## config.mk

```make
export PLATFORM = sky130hd
export DESIGN_NAME = axi4_stream_packet_master
export DESIGN_NICKNAME = d
export VERILOG_FILES = /design/src/rtl/axis_pkt_pkg.sv /design/src/rtl/axis_rx_deserializer.sv /design/src/rtl/axi4_stream_packet_master.sv
export SDC_FILE = /design/constraint.sdc
export NUM_CORES = 1
export LEC_CHECK = 0
export CAP_MARGIN = 20
export CORE_ASPECT_RATIO = 0.7
export CORE_MARGIN = 8
export CORE_UTILIZATION = 45
export DETAILED_ROUTE_END_ITERATION = 8
export PLACE_DENSITY = 0.68
export SLEW_MARGIN = 20
export SYNTH_ARGS = -nofsm -noshare
export SYNTH_HDL_FRONTEND = slang
export SYNTH_SLANG_ARGS = --single-unit
```

## constraint.sdc

```tcl
create_clock -name clk -period 2.45 [get_ports clk]
set_input_delay 0.245 -clock clk [delete_from_list [all_inputs] [get_ports clk]]
set_output_delay 0.245 -clock clk [all_outputs]
set_load 0.02 [all_outputs]
```

## src/rtl/axis_pkt_pkg.sv

```systemverilog
// Shared types and helpers for the AXI4-Stream operand master and its RX deserializer.
package axis_pkt_pkg;

  typedef enum logic [0:0] {TX_IDLE, TX_SEND} tx_state_e;
  typedef enum logic [0:0] {RX_COLLECT, RX_DROP} rx_state_e;

  function automatic int unsigned beats(input int unsigned width, input int unsigned dsz);
    return width / dsz;
  endfunction

endpackage

```

## src/rtl/axis_rx_deserializer.sv

```systemverilog
// Collects one RES_W-bit result packet from the slave stream and flags packets of the wrong length.
module axis_rx_deserializer
  import axis_pkt_pkg::*;
#(
  parameter int unsigned DSZ   = 8,
  parameter int unsigned RES_W = 64
) (
  input  logic             clk,
  input  logic             rst,
  input  logic [DSZ-1:0]   tdata,
  input  logic             tvalid,
  input  logic             tlast,
  output logic             tready,
  output logic [RES_W-1:0] res_out,
  output logic             res_valid,
  output logic             rx_err
);

  localparam int unsigned BEATS_RX = beats(RES_W, DSZ);
  localparam int unsigned RX_IDX_W = $clog2(BEATS_RX) + 1;

  rx_state_e             rx_state_q;
  logic [RX_IDX_W-1:0]   rx_idx_q;
  logic [RES_W-1:0]      buf_q;
  logic [RES_W-1:0]      buf_d;
  logic [RES_W-1:0]      res_out_q;
  logic                  res_valid_q;
  logic                  rx_err_q;
  logic                  tready_q;
  logic [31:0]           wr_off;
  logic                  rx_last_idx;

  assign wr_off      = 32'(rx_idx_q) * DSZ;
  assign rx_last_idx = (rx_idx_q == RX_IDX_W'(BEATS_RX - 1));

  // Buffer with the current beat merged in, so a completing beat lands in res_out directly.
  always_comb begin
    buf_d = (buf_q & ~(RES_W'({DSZ{1'b1}}) << wr_off)) | (RES_W'(tdata) << wr_off);
  end

  always_ff @(posedge clk) begin
    if (rst) begin
      rx_state_q  <= RX_COLLECT;
      rx_idx_q    <= '0;
      buf_q       <= '0;
      res_out_q   <= '0;
      res_valid_q <= 1'b0;
      rx_err_q    <= 1'b0;
      tready_q    <= 1'b0;
    end else begin
      tready_q    <= 1'b1;
      res_valid_q <= 1'b0;
      rx_err_q    <= 1'b0;
      if (tvalid && tready_q) begin
        case (rx_state_q)
          RX_COLLECT: begin
            buf_q <= buf_d;
            if (rx_last_idx) begin
              rx_idx_q <= '0;
              if (tlast) begin
                res_out_q   <= buf_d;
                res_valid_q <= 1'b1;
              end else begin
                rx_err_q   <= 1'b1;
                rx_state_q <= RX_DROP;
              end
            end else if (tlast) begin
              rx_err_q <= 1'b1;
              rx_idx_q <= '0;
            end else begin
              rx_idx_q <= rx_idx_q + RX_IDX_W'(1);
            end
          end
          RX_DROP: begin
            if (tlast) begin
              rx_idx_q   <= '0;
              rx_state_q <= RX_COLLECT;
            end
          end
          default: rx_state_q <= RX_COLLECT;
        endcase
      end
    end
  end

  assign tready    = tready_q;
  assign res_out   = res_out_q;
  assign res_valid = res_valid_q;
  assign rx_err    = rx_err_q;

endmodule

```

## src/rtl/axi4_stream_packet_master.sv

```systemverilog
// AXI4-Stream operand master: serialises N_OPS operands into one TLAST-terminated packet and
// deserialises one result packet coming back from the compute slave.
module axi4_stream_packet_master
  import axis_pkt_pkg::*;
#(
  parameter int unsigned SZ    = 32,
  parameter int unsigned DSZ   = 8,
  parameter int unsigned N_OPS = 2,
  parameter int unsigned RES_W = 64
) (
  input  logic                clk,
  input  logic                rst,
  input  logic                start,
  input  logic                continuous,
  input  logic [N_OPS*SZ-1:0] ops_in,
  output logic                busy,
  output logic [RES_W-1:0]    res_out,
  output logic                res_valid,
  output logic                rx_err,
  input  logic [DSZ-1:0]      tdata_to_master,
  input  logic                tvalid_to_master,
  output logic                tready_to_master,
  input  logic                tlast_to_master,
  output logic [DSZ-1:0]      tdata_to_slave,
  output logic                tvalid_to_slave,
  input  logic                tready_to_slave,
  output logic                tlast_to_slave
);

  localparam int unsigned OPS_W    = N_OPS * SZ;
  localparam int unsigned BEATS_TX = beats(OPS_W, DSZ);
  localparam int unsigned TX_IDX_W = $clog2(BEATS_TX) + 1;

  tx_state_e           tx_state_q;
  logic [TX_IDX_W-1:0] tx_idx_q;
  logic [TX_IDX_W-1:0] tx_idx_nxt;
  logic [OPS_W-1:0]    shadow_q;
  logic                tvalid_q;
  logic [DSZ-1:0]      tdata_q;
  logic                tlast_q;
  logic                tx_last;

  assign tx_idx_nxt = tx_idx_q + TX_IDX_W'(1);
  assign tx_last    = (tx_idx_q == TX_IDX_W'(BEATS_TX - 1));

  // tdata/tlast only move on a handshake or a launch, so they stay put while the slave stalls.
  always_ff @(posedge clk) begin
    if (rst) begin
      tx_state_q <= TX_IDLE;
      tx_idx_q   <= '0;
      shadow_q   <= '0;
      tvalid_q   <= 1'b0;
      tdata_q    <= '0;
      tlast_q    <= 1'b0;
    end else begin
      case (tx_state_q)
        TX_IDLE: begin
          if (start) begin
            shadow_q   <= ops_in;
            tx_idx_q   <= '0;
            tvalid_q   <= 1'b1;
            tdata_q    <= DSZ'(ops_in);
            tlast_q    <= (BEATS_TX == 1);
            tx_state_q <= TX_SEND;
          end
        end
        TX_SEND: begin
          if (tready_to_slave) begin
            if (tx_last && continuous) begin
              shadow_q <= ops_in;
              tx_idx_q <= '0;
              tdata_q  <= DSZ'(ops_in);
              tlast_q  <= (BEATS_TX == 1);
            end else if (tx_last) begin
              tx_idx_q   <= '0;
              tvalid_q   <= 1'b0;
              tdata_q    <= '0;
              tlast_q    <= 1'b0;
              tx_state_q <= TX_IDLE;
            end else begin
              tx_idx_q <= tx_idx_nxt;
              tdata_q  <= DSZ'(shadow_q >> (32'(tx_idx_nxt) * DSZ));
              tlast_q  <= (tx_idx_nxt == TX_IDX_W'(BEATS_TX - 1));
            end
          end
        end
        default: tx_state_q <= TX_IDLE;
      endcase
    end
  end

  assign busy            = tvalid_q;
  assign tvalid_to_slave = tvalid_q;
  assign tdata_to_slave  = tdata_q;
  assign tlast_to_slave  = tlast_q;

  axis_rx_deserializer #(
    .DSZ   (DSZ),
    .RES_W (RES_W)
  ) u_rx (
    .clk       (clk),
    .rst       (rst),
    .tdata     (tdata_to_master),
    .tvalid    (tvalid_to_master),
    .tlast     (tlast_to_master),
    .tready    (tready_to_master),
    .res_out   (res_out),
    .res_valid (res_valid),
    .rx_err    (rx_err)
  );

endmodule
```

# [After elaboration in Yosys (flattened, before gate mapping)]
# Index checks and enable logic that the tools add are counted.
[word_totals] out_inout_bits=78 wordCells=83 inputBits=79 register_bits=215
[op_classes] addsub=2 bitwise_logic=7 mux=39 n_eq_ne=9 shift=3 n_reduce_logical=10
[op_table] cell="$mux 64" count=3
[op_table] cell="$pmux 64 s2" count=1
[op_table] cell="$and 64x64->64" count=1
[op_table] cell="$not 64->64" count=1
[op_table] cell="$or 64x64->64" count=1
[op_table] cell="$shl 8x7->64" count=1
[op_table] cell="$shl 8x7->64 const A" count=1
[op_table] cell="$shr 64x7->8" count=1
[op_table] cell="$mux 8" count=4
[op_table] cell="$mux 4" count=7
[op_table] cell="$mux 1" count=17
[op_table] cell="$pmux 4 s2" count=2
[op_table] cell="$pmux 8 s2" count=1
[op_table] cell="$eq 4x3->1 const B" count=3
[op_table] cell="$add 4x1->4 const B" count=2
[op_table] cell="$ne 2x2->1 const B" count=4
[op_table] cell="$pmux 1 s2" count=4
[op_table] cell="$reduce_and 4->1" count=2
[op_table] cell="$reduce_and 2->1" count=3
[op_table] cell="$ne 2x1->1 const B" count=2
[op_table] cell="$not 1->1" count=4
[op_table] cell="$reduce_or 4->1" count=1
[op_table] cell="$reduce_and 3->1" count=1
[op_table] cell="$reduce_or 3->1" count=1
[op_table] cell="$logic_and 1x1->1" count=2

# [Depth between registers and ports, before layout]
[logic_depth] word_depth=6 ltp_mapped=8 mapped_depth_nobuf=6

# [Hierarchy]
# From an unflattened synthesis, not the netlist that was laid out.
[unflattened] cells_unflattened=1004 area_unflattened_um2=8973.6
[modules_own_cells] mod="axis_rx_deserializer" n_inst=1 area_per_inst_um2=5605.4 cells_per_inst=618
[modules_own_cells] mod="axi4_stream_packet_master" n_inst=1 area_per_inst_um2=3368.2 cells_per_inst=386

# [Least setup slack after synthesis]
# No wires, ideal clock.
[synth_path] kind="register -> register" from="reg tx_idx_q[0]" to="reg tdata_q[1] (netlist: tdata_to_slave[1])" t_arrival_ns=2.052 period_less_slack_ns=2.174 path_buffers=1 path_slack_ns=0.276 required_time_ns=2.328 stages_incl_launch_ff=7 cell_sequence="dfxtp_1 clkbuf_1 inv_1 ha_1 mux4_2 mux2_2 a221o_1"
[synth_via] elab_chain_len=6 word_cells_on_any_way=8 classes_between="add/sub (1); eq/ne (1); shift (1); mux (4); reduce/logical (1)"
[synth_lines] item="start, declared" line="axi4_stream_packet_master.sv:35" rtl="logic [TX_IDX_W-1:0] tx_idx_q;"
[synth_lines] item="start signal, assigned" line="axi4_stream_packet_master.sv:81" rtl="tx_idx_q <= tx_idx_nxt;"
[synth_lines] item="$add 4x1->4" line="axi4_stream_packet_master.sv:43" rtl="assign tx_idx_nxt = tx_idx_q + TX_IDX_W'(1);"
[synth_lines] item="$shr 64x7->8" line="axi4_stream_packet_master.sv:82" rtl="tdata_q <= DSZ'(shadow_q >> (32'(tx_idx_nxt) * DSZ));"
[synth_lines] item="$mux 8" line="axi4_stream_packet_master.sv:74" rtl="end else if (tx_last) begin"
[synth_lines] item="$mux 8 *" line="axi4_stream_packet_master.sv:69" rtl="if (tx_last && continuous) begin"
[synth_lines] item="$mux 8 *" line="axi4_stream_packet_master.sv:68" rtl="if (tready_to_slave) begin"
[synth_lines] item="$pmux 8 s2 *" line="axi4_stream_packet_master.sv:56" rtl="case (tx_state_q)"
[synth_lines] item="end signal, assigned" line="axi4_stream_packet_master.sv:62" rtl="tdata_q <= DSZ'(ops_in);"
[synth_lines] item="end signal, assigned" line="axi4_stream_packet_master.sv:72" rtl="tdata_q <= DSZ'(ops_in);"
[synth_lines] item="end signal, assigned" line="axi4_stream_packet_master.sv:82"
[synth_lines] item="end, declared" line="axi4_stream_packet_master.sv:39" rtl="logic [DSZ-1:0] tdata_q;"
# Mark *: on every way between the ends. The rest lies on a longest branch, timed or not. The select of a mux whose other input is x is not followed.
# A chain may end at the register's enable or synchronous reset.

# [Worst setup path in the final report]
[layout_path] from="reg tx_idx_q[1]" to="reg tdata_q[1] (netlist: tdata_to_slave[1])"
# The elaborated chain is that of the path after synthesis.

==> results.yml <==
outcome:
  status: "finished, final reports clean"
die:
  num_io_pins: 157
  die_area_um2: 24600
  die_x_um: 184
  coreArea_um2: 19600
  die_y_um: 134
  rows: 43
  initial_core_util: 0.454
synthesis:
  syn_area_um2: 8890
  synth_seq_cells: 215
  syn_nets: 1097
  synthFlopType: "dfxtp_1"
  synth_seq_area_share: 0.484
  synthDistinctLibCells: 42
  syn_area_per_cell_um2: 8.81
  ys_async_sr_fraction: 0
  syn_inst: 1009
  synth_edf_count: 0
  ys_warn_count: 0
detailed_routing:
  drc_errors: 0
  vias: 7704
  viasPerCell: 5.48
  drt_iter0_markers: 844
  antenna_left: 0
  wl_per_cell_um: 17.4
  wl_mm: 24.4
  dr.pass1.iters: 5
clock_tree:
  cts_htree_levels: 1
  post_cts_buffers: 0
  cts_made_buffers: 22
  ctsHoldBuffers: 1
  cts_sinks: 215
  cts_root_buf: "clkbuf_16"
  cts_tree: "done"
  clockBufferDepth: 3
  path_clk_slew_ns: 0.06
  clock_latency_ns: 0.50
  ctsResizeCount: 0
power:
  power.density_nw_per_um2: 683
  power_w: 0.00780
  leakagePower_nw: 3.90
  vdd_drop_max_uv: 464
place:
  place_hpwl_mm: 16.3
  finalWeightedCongestion: 0.864
  port_buffers: 156
worst_hold_path:
  hold_class: "input port to flip-flop"
  whs_path_depth: 3
  hold_start: "ops_in[42]"
  holdPathEnd: "shadow_q[42]"
worst_setup_path:
  r2r-end: "tdata_to_slave[1]"
  r2r_setup_slack_ns: 0.37
  r2r_cells: 5
  worstPathRequired_ns: 2.83
  crit_path_end_kind: "flip-flop"
  start_kind: "flip-flop"
  path_class: "flip-flop to flip-flop"
  critPathMaxFanout: 6
  critPathArrivalTime_ns: 2.46
  r2r-start: "tx_idx_q[1]"
global_route:
  grt_pass1_vias: 7051
  grt_use_met2: 0.271
  grt_usage: 0.192
  grt_use_met3: 0.0452
  grt_overflow: 0
  busiest_layer: "met1"
  grtUsageMet1: 0.290
  grt_max_degree: 205
  grt_pass1_wl_mm: 38.9
  grt_antenna_before_repair: 0
timing:
  rsz0062_at_grt: "no"
  whs_ns: 0.296
  slew_violations: 0
  worst_pin_slew_ns: 0.944
  finalSetupViolations: 0
  post-route-period-util: 0.847
  min_period_ns: 2.08
  finClkSkew_ns: 0.0139
  fmax_ghz: 0.482
  fin_setup_tns_ns: 0
  final-hold-violation-count: 0
  slew_headroom: 0.371
job:
  maxCapViolCount: 0
final_layout:
  drive_above_1_share: 0.0871
  fill_cells: 1783
  area_delta_synth_final_pct: 28.5
  num_antenna_cells: 0
  nNetsFinal: 1211
## cell type report
class / instances / area (um2) / share of cell area
Clock buffer: 32 / 649 / 0.0568
Clock inverter: 6 / 55.1 / 0.00482
Inverter: 7 / 26.3 / 0.00230
Multi-Input combinational cell: 695 / 4220 / 0.369
Sequential cell: 215 / 4300 / 0.377
Tap cell: 270 / 338 / 0.0296
Timing Repair Buffer: 182 / 1840 / 0.161
## critical path, cell delays in order (launching register included)
cell and delay, ns:
dfxtp_1 0.36, ha_1 0.25, xnor2_2 0.25, mux4_2 0.53, mux2_2 0.27, a221o_1 0.31
## logic make-up after synthesis
kind of cell | after synthesis | share of synthesized area
AOI/OAI and AO/OA | 308 | 0.238
xor gates and xnor gates | 1 | 0.000985
adders and majority gates | 9 | 0.0127
buffers and inverters | 99 | 0.0452
DFF | 215 | 0.484
muxes | 32 | 0.0419
and+or+nand+nor | 345 | 0.178
## per-stage QoR
step / cell area (um2) / std cells / util / setup slack (ns)
global route: 11400 / 1407 / 0.583 / 0.270
finish: 11400 / 1407 / 0.583 / 0.374
floorplan: 8890 / 1009 / - / 0.276
CTS: 11400 / 1407 / 0.583 / 0.352
detailed placement: 10700 / 1368 / 0.547 / 0.365
global placement: 10700 / 1368 / 0.547 / 0.430
## sequential cells by signal (all words and copies together), names as in the netlist
| register | cells |
|---|---|
| busy | 1 |
| shadow_q | 64 |
| tdata_to_slave | 8 |
| tlast_to_slave | 1 |
| tx_idx_q | 4 |
| tx_state_q | 1 |
| u_rx.buf_q | 64 |
| u_rx.res_out | 64 |
| u_rx.res_valid | 1 |
| u_rx.rx_err | 1 |
| u_rx.rx_idx_q | 4 |
| u_rx.rx_state_q | 1 |
| u_rx.tready | 1 |
## layer usage
layer  routed length, um  part of all wire  up-vias
met1               12000              0.49     3579
met2               10300              0.42      214
met3                1790             0.073       33
li1                    -                 -     3878
met4                 310             0.013        0
met5                   0                 0        -
## synthesized netlist by cell type (11+ instances only)
cell,count,area share
a22oi_1,65,0.055
buf_2,12,0.0068
nand2_1,137,0.058
a21oi_1,75,0.042
nand3b_1,16,0.014
buf_1,11,0.0046
a211oi_1,129,0.11
nor3b_1,14,0.012
clkbuf_1,65,0.027
mux2_2,22,0.028
nor2_1,142,0.060
o21ai_0,17,0.0096
dfxtp_1,215,0.48
## power by group
part / leakage, nW / total [W] / internal, W / switching [W]
logic: 1.79 / 0.000805 / 0.000360 / 0.000446
clock network: 0.352 / 0.00328 / 0.00194 / 0.00134
registers: 1.76 / 0.00372 / 0.00364 / 0.0000786
## layout by cell type (no fill, tap or decap), types with 2 or more instances in the layout
master	Yosys	layout
and2_1	3	3
nor4_4	5	5
nor2b_1	3	3
o21ai_0	17	17
nor3_1	5	5
clkinv_2	0	5
clkdlybuf4s50_1	0	155
a32oi_1	7	7
o211ai_1	8	8
inv_1	4	4
nand2b_1	5	5
buf_4	4	19
a211oi_1	129	129
ha_1	9	9
dfxtp_1	215	215
nor2_1	142	142
clkbuf_8	0	4
nand2_1	137	137
a22oi_1	65	65
nor3b_1	14	14
buf_12	0	6
mux4_2	2	2
mux2_2	22	22
clkbuf_1	65	5
a21oi_1	75	75
nor4_2	2	2
clkbuf_16	0	23
nor4_1	2	2
nand3b_1	16	16
mux2i_1	8	8
nand3_1	4	4
inv_2	2	2
## how the worst max path moves through the flow
stage | end | slack, ns | from | cells after the start
detailed placement | tdata_to_slave[1] | 0.36 | tx_idx_q[1] | 5
CTS | tdata_to_slave[1] | 0.35 | tx_idx_q[1] | 5
floorplan | tdata_to_slave[1] | 0.28 | tx_idx_q[0] | 6
finish | tdata_to_slave[1] | 0.37 | tx_idx_q[1] | 5
global placement | tdata_to_slave[1] | 0.43 | tx_idx_q[1] | 5
global route | tdata_to_slave[2] | 0.27 | tx_idx_q[1] | 6
No activity file was read; power rests on OpenSTA's default activity.
